`src/rtl/fetch_top.sv`:
```
// fetch_top: IF stage owning the PC, issuing synchronous imem reads and predicting JAL/B-type in-stage.
// Define FETCH_BHT_EN for a 2-bit BHT predictor; otherwise static BTFN on B-type.
module fetch_top #(
   parameter logic [31:0] RESET_PC  = 32'h0000_0000,
   parameter int unsigned BHT_DEPTH = 64
) (
   input  logic        clk,
   input  logic        rst,
   output logic [31:0] imem_addr,
   input  logic [31:0] imem_rdata,
   input  logic        intrlock_bubble,
   input  logic        ex_branch_flush,
   input  logic [31:0] ex_redirect_pc,
   input  logic        ex_bht_upd_vld,
   input  logic [31:0] ex_bht_upd_pc,
   input  logic        ex_bht_upd_taken,
   output logic [31:0] if_inst,
   output logic [31:0] if_pc,
   output logic        if_branch_taken,
   output logic [31:0] if_branch_nt_pc
);

   localparam logic [31:0] BUBBLE = 32'h0000_0013;
   localparam logic [6:0]  OP_JAL = 7'b1101111;
   localparam logic [6:0]  OP_BR  = 7'b1100011;

   logic [31:0] pc_q;
   logic [31:0] pc_nxt;
   logic [31:0] inst;
   logic [31:0] b_imm;
   logic [31:0] j_imm;
   logic [31:0] target;
   logic        pred_q;
   logic        hold_q;
   logic        is_jal;
   logic        is_br;
   logic        br_pred;
   logic        cur_pred;
   logic        pred_eff;
   logic        kill;
   logic        unused_bht;

   assign inst     = imem_rdata;
   assign is_jal   = (inst[6:0] == OP_JAL);
   assign is_br    = (inst[6:0] == OP_BR);
   assign b_imm    = {{19{inst[31]}}, inst[31], inst[7], inst[30:25], inst[11:8], 1'b0};
   assign j_imm    = {{11{inst[31]}}, inst[31], inst[19:12], inst[20], inst[30:21], 1'b0};
   assign target   = is_jal ? (pc_q + j_imm) : (pc_q + b_imm);
   assign cur_pred = is_jal | (is_br & br_pred);
   // A held prediction stays authoritative for the whole stall so a BHT update cannot flip it.
   assign pred_eff = hold_q ? pred_q : cur_pred;

`ifdef FETCH_BHT_EN
   localparam int unsigned IDX_W = $clog2(BHT_DEPTH);

   logic [1:0]       bht [BHT_DEPTH];
   logic [IDX_W-1:0] rd_idx;
   logic [IDX_W-1:0] upd_idx;

   assign rd_idx     = pc_q[IDX_W+1:2];
   assign upd_idx    = ex_bht_upd_pc[IDX_W+1:2];
   assign br_pred    = bht[rd_idx][1];
   assign unused_bht = ^ex_bht_upd_pc;

   always_ff @(posedge clk) begin
      if (rst) begin
         for (int unsigned i = 0; i < BHT_DEPTH; i++) begin
            bht[i[IDX_W-1:0]] <= 2'b01;
         end
      end else if (ex_bht_upd_vld) begin
         if (ex_bht_upd_taken) begin
            if (bht[upd_idx] != 2'b11) bht[upd_idx] <= bht[upd_idx] + 2'd1;
         end else begin
            if (bht[upd_idx] != 2'b00) bht[upd_idx] <= bht[upd_idx] - 2'd1;
         end
      end
   end
`else
   assign br_pred    = inst[31];
   assign unused_bht = ^{ex_bht_upd_vld, ex_bht_upd_pc, ex_bht_upd_taken};
`endif

   always_comb begin
      pc_nxt = pc_q + 32'd4;
      if (rst)                  pc_nxt = RESET_PC;
      else if (ex_branch_flush) pc_nxt = ex_redirect_pc;
      else if (intrlock_bubble) pc_nxt = pc_q;
      else if (pred_eff)        pc_nxt = target;
      pc_nxt[1:0] = 2'b00;
   end

   assign kill            = rst | ex_branch_flush;
   assign imem_addr       = pc_nxt;
   assign if_inst         = kill ? BUBBLE : inst;
   assign if_pc           = rst ? RESET_PC : pc_q;
   assign if_branch_nt_pc = rst ? (RESET_PC + 32'd4) : (pc_q + 32'd4);
   assign if_branch_taken = ~kill & pred_eff;

   always_ff @(posedge clk) begin
      if (rst) begin
         pc_q   <= RESET_PC;
         pred_q <= 1'b0;
         hold_q <= 1'b0;
      end else begin
         pc_q <= pc_nxt;
         if (ex_branch_flush) begin
            hold_q <= 1'b0;
         end else if (intrlock_bubble) begin
            if (!hold_q) begin
               pred_q <= cur_pred;
               hold_q <= 1'b1;
            end
         end else begin
            hold_q <= 1'b0;
         end
      end
   end

endmodule
```
`config.mk`:
```
export PLATFORM = sky130hd
export DESIGN_NAME = fetch_top
export DESIGN_NICKNAME = d
export VERILOG_FILES = /design/src/rtl/fetch_top.sv
export SDC_FILE = /design/constraint.sdc
export NUM_CORES = 1
export LEC_CHECK = 0
export CAP_MARGIN = 20
export CELL_PAD_IN_SITES_DETAIL_PLACEMENT = 1
export CELL_PAD_IN_SITES_GLOBAL_PLACEMENT = 1
export CORE_ASPECT_RATIO = 1.1
export CORE_MARGIN = 3
export CORE_UTILIZATION = 30
export DETAILED_ROUTE_END_ITERATION = 8
export GPL_TIMING_DRIVEN = 0
export PLACE_DENSITY_LB_ADDON = 0.1
export SLEW_MARGIN = 20
export SYNTH_ARGS = -nofsm -noshare
export SYNTH_HDL_FRONTEND = slang
export SYNTH_SLANG_ARGS = --single-unit
```
`constraint.sdc`:
```
create_clock -name clk -period 12.25 [get_ports clk]
set_clock_uncertainty 0.1 [all_clocks]
set_input_delay 3.0625 -clock clk [delete_from_list [all_inputs] [get_ports clk]]
set_output_delay 3.0625 -clock clk [all_outputs]
set_load 0.01 [all_outputs]
```
Word level (Yosys, flattened, before mapping)
Cells that the tools add are included.

Add/sub/neg operators: 3. $mul: 0. Div/mod/pow operators: 0. Magnitude comparators: 0. Eq/ne operators: 2. Shift-type cells: 0. Multiplexer cells: 10. Bitwise operators: 6. Reduce and logical (&&, ||, !) cells: 2.

Operators by type and width (number): $mux W32 (8); $add A32 B32 Y32 (2); $add A32 B3 Y32 const B (1); $eq A7 B7 Y1 const B (2); $and A1 B1 Y1 (2); $mux W1 (2); $not A1 Y1 (2); $or A1 B1 Y1 (2); $reduce_and A2 Y1 (1); $reduce_or A2 Y1 (1).

Register bits: 34. Bits in latches: 0. Memory bits (writable): 0. Memory bits (read-only): 0. Input bits: 102. Output and inout bits: 129. Logic and storage cells: 27. Memories: 0.

Depth between registers and ports, before layout
Depth after elaboration: 8. Mapped depth: 14. Gate-level depth less buffers: 13.

Worst setup path after synthesis
OpenSTA, ideal clock, no wires.

Path type: input -> output. From: in imem_rdata[6]. To: out imem_addr[16]. Arrival time: 6.414 ns. Required time: 9.087 ns. Setup slack: 2.674 ns. Stages: 14. Path buffers: 1. Cell sequence: nor2b_1 nand4_1 nor2_1 clkbuf_1 mux2_2 ha_1 fa_1 a21o_1 a221o_1 o211ai_2 o21ai_1 xor2_1 a2111oi_0 nor3_1.

Cells in the longest elaborated chain, start to end: 8. Elaborated cells between the ends (all ways): 10. Classes of those cells: 2 x eq/ne; 6 x mux; 2 x bitwise.

Ends and longest elaborated chain: start: declaration (RTL line 10) `input logic [31:0] imem_rdata,`; $eq A7 B7 Y1 (RTL line 45) `assign is_br = (inst[6:0] == OP_BR);`; $and A1 B1 Y1 (RTL line 49) `assign cur_pred = is_jal | (is_br & br_pred);`; $or A1 B1 Y1 (RTL line 49); $mux W1; $mux W32 * (RTL line 88) `else if (pred_eff) pc_nxt = target;`; $mux W32 * (RTL line 87) `else if (intrlock_bubble) pc_nxt = pc_q;`; $mux W32 * (RTL line 86) `else if (ex_branch_flush) pc_nxt = ex_redirect_pc;`; $mux W32 * (RTL line 85) `if (rst) pc_nxt = RESET_PC;`; end: declaration (RTL line 9) `output logic [31:0] imem_addr,`.

Every way passes the cells marked *; elsewhere a longest branch is shown, timed or not.

Final worst setup path
Same ends and word-level chain as after synthesis.

==> results.cfg <==
[clock_network]
clk_path_buf_depth = 2
cts_tree = built
path_clk_slew_ps = 60
cts_resized = 0
cts_buffers = 5
ctsHtreeMaxLevel = 2
postCtsSetupBuffers = 0
clockRootBuffer = clkbuf_16
ctsHoldBuffers = 0
clock_sinks = 32
insertion_delay_ps = 300

[yosys]
synth_top_family_by_area = simple AND/OR/NAND/NOR gates
synth_seq_cells = 32
synth_mux_area_share_pct = 1.78
synthCells = 702
synth_adder_area_share_pct = 9.34
post-synth-top-count-cell = nor2_1
synth_area_leaders = dfxtp_1 (13%), ha_1 (8.9%), a21oi_1 (7.7%)
synth-edff-count = 0
synth-simple-area-share_pct = 30.2
ys_seq_area_share_pct = 13.4
synth_top_area_share_pct = 13.4
synthXorXnorAreaFrac_pct = 9.36
synth_common_cells = nor2_1 (89), a21oi_1 (73), nand2_1 (59), o21ai_0 (47), ha_1 (34)
synthFlopType = dfxtp_1
ys_types = 71
synth_area_per_cell_um2 = 6.80
synth_compound_area_share_pct = 30.0
synthArstFlopShare_pct = 0
yosysTopAreaCell = dfxtp_1
syn_area_mm2 = 0.00477
ys_warn_count = 0

[placed_design]
place.gp.congestion = 0.952
dp_slack_ps = 625
io_buffers = 187
dp_hpwl_mm = 19.8

[detailed_routing]
drt_iter0_drc = 418
first_pass_iters = 5
vias = 6252
drc = 0
routed_via_density = 5.69
postRouteAntennaNets = 0
wire_per_inst_um = 22.4
drt_wl_total_mm = 24.6

[floorplan]
fp.dieH_um = 138
core_mm2 = 0.0153
die_area_mm2 = 0.0175
initial_core_util_pct = 31.2
die_w_um = 126
io_pins = 231
core.rowCount = 47

[timing]
fmax_ghz = 0.0858
period_share_pct = 95.2
setup_ws_ps = 588
hold_viol_final = 0
slew_headroom_pct = 25.1
finalSetupViolations = 0
rsz0062_at_grt = false
setup_tns_ps = 0
slew_violations = 0
fin_crit_ps = 11660
hold_slack_ps = 431
worst_pin_slew_ps = 1120

[hold_path]
hp-class = flip-flop to flip-flop

[global_route]
grt_pass1_wl_mm = 37.3
grt_overflow = 0
met1_usage_pct = 33.8
global_route.peak_usage_layer = met2
grt_start_max_net_pins = 16
grt_pass1_vias = 6568
antenna_found_initial = 0
grtUsageMet3_pct = 2.97
grt.met2_usage_pct = 48.8
grt_use_total_pct = 27.0

[power_and_ir_drop]
power.density_mw_per_mm2 = 70.6
leakage_nw = 2.75
power.total_mw = 0.499
ir_drop_mv = 0.0435

[finish]
final_core_util_pct = 46.2
drive_above_1_share_pct = 3.88
final_nets = 1038
diodes = 0
area_growth_syn_to_layout_pct = 48.0

[setup_path]
cp-start-kind = input pin
required_ps = 9090
cpMostUsedCell = clkdlybuf4s50_1
cp_slowest_cell = nor2_1
critPathArrivalTime_ps = 8500
slowest_delay_ps = 560
path_cells = clkdlybuf4s50_1, nor2b_1, nand4_1, nor2_1, clkbuf_1, mux2_2, ha_1, fa_1, a21o_1, a221o_1, o211ai_2, o21ai_1, xor2_1, a2111oi_0, nor3_1, clkdlybuf4s50_1
crit_path_max_fanout = 10
crit_type = input pin to output port
reg2reg_slack_ps = 9060
end_kind = output port

[job]
maxCapViolCount = 0

[status]
run_status = completed
==> state kept, by name (all words and copies together) (netlist names) <==
register  count
pc_q         30
hold_q        1
pred_q        1
==> layer usage <==
metal | vias up | share of wire, % | routed length, µm
met5 | - | 0 | 0
met4 | 0 | 2.1 | 520
met3 | 33 | 5.0 | 1230
met2 | 211 | 51 | 12400
met1 | 3082 | 42 | 10400
li1 | 2926 | - | -
==> power breakdown <==
group / switching [mW] / total [mW] / leakage (nW) / internal [mW]
Clock: 0.0584 / 0.139 / 0.0766 / 0.0804
Sequential: 0.0130 / 0.124 / 0.265 / 0.111
Combinational: 0.129 / 0.236 / 2.40 / 0.107
==> worst paths after layout <==
path	to	start	cells after the start
min reg2reg	pred_q$_SDFFE_PP0P_	pred_q$_SDFFE_PP0P_	2
max reg2reg	pc_q[16]$_SDFF_PP0_	pc_q[2]$_SDFF_PP0_	9
max	imem_addr[16]	imem_rdata[6]	16
min	pred_q$_SDFFE_PP0P_	pred_q$_SDFFE_PP0P_	2
==> through the flow <==
stage               instances  instance area [µm²]
floorplan                 707                 4790
global placement         1090                 6910
detailed placement       1090                 6910
CTS                      1098                 7060
global route             1098                 7060
finish                   1098                 7060
==> worst max-delay path, delay by kind of cell <==
family          cells  cell delay (ps)
compound gates      5             1630
mux                 1              450
buf+inv             3             1490
simple gates        4             1020
fa+ha+maj           2              630
xor+xnor            1              220
==> area by class of cell <==
type	count	area (µm²)
multi-input cells	610	3870
flip-flops and latches	32	641
well taps	196	245
clock buffers	6	139
plain buffers	46	208
inverters	19	71.3
clock inverters	2	10.0
fillers	1982	8230
repair buffers	187	1870
==> cell usage in the layout (no fill, tap or decap), types with 8 or more instances in the layout <==
cell type	instances
a21o_1	16
a21oi_1	73
a221oi_1	10
and2_1	30
and3_1	20
clkbuf_1	29
clkdlybuf4s50_1	187
dfxtp_1	32
ha_1	34
inv_1	19
nand2_1	59
nand3_1	19
nand4_1	8
nor2_1	89
nor2b_1	26
nor3_1	14
o21ai_0	47
xnor2_1	27
xor2_1	24
==> logic make-up after synthesis <==
family          after synthesis
simple gates                290
xor+xnor                     51
flops                        32
buf+inv                      65
other cells                   1
compound gates              220
fa+ha+maj                    35
mux                           8
Power figures use the tool's default switching activity.
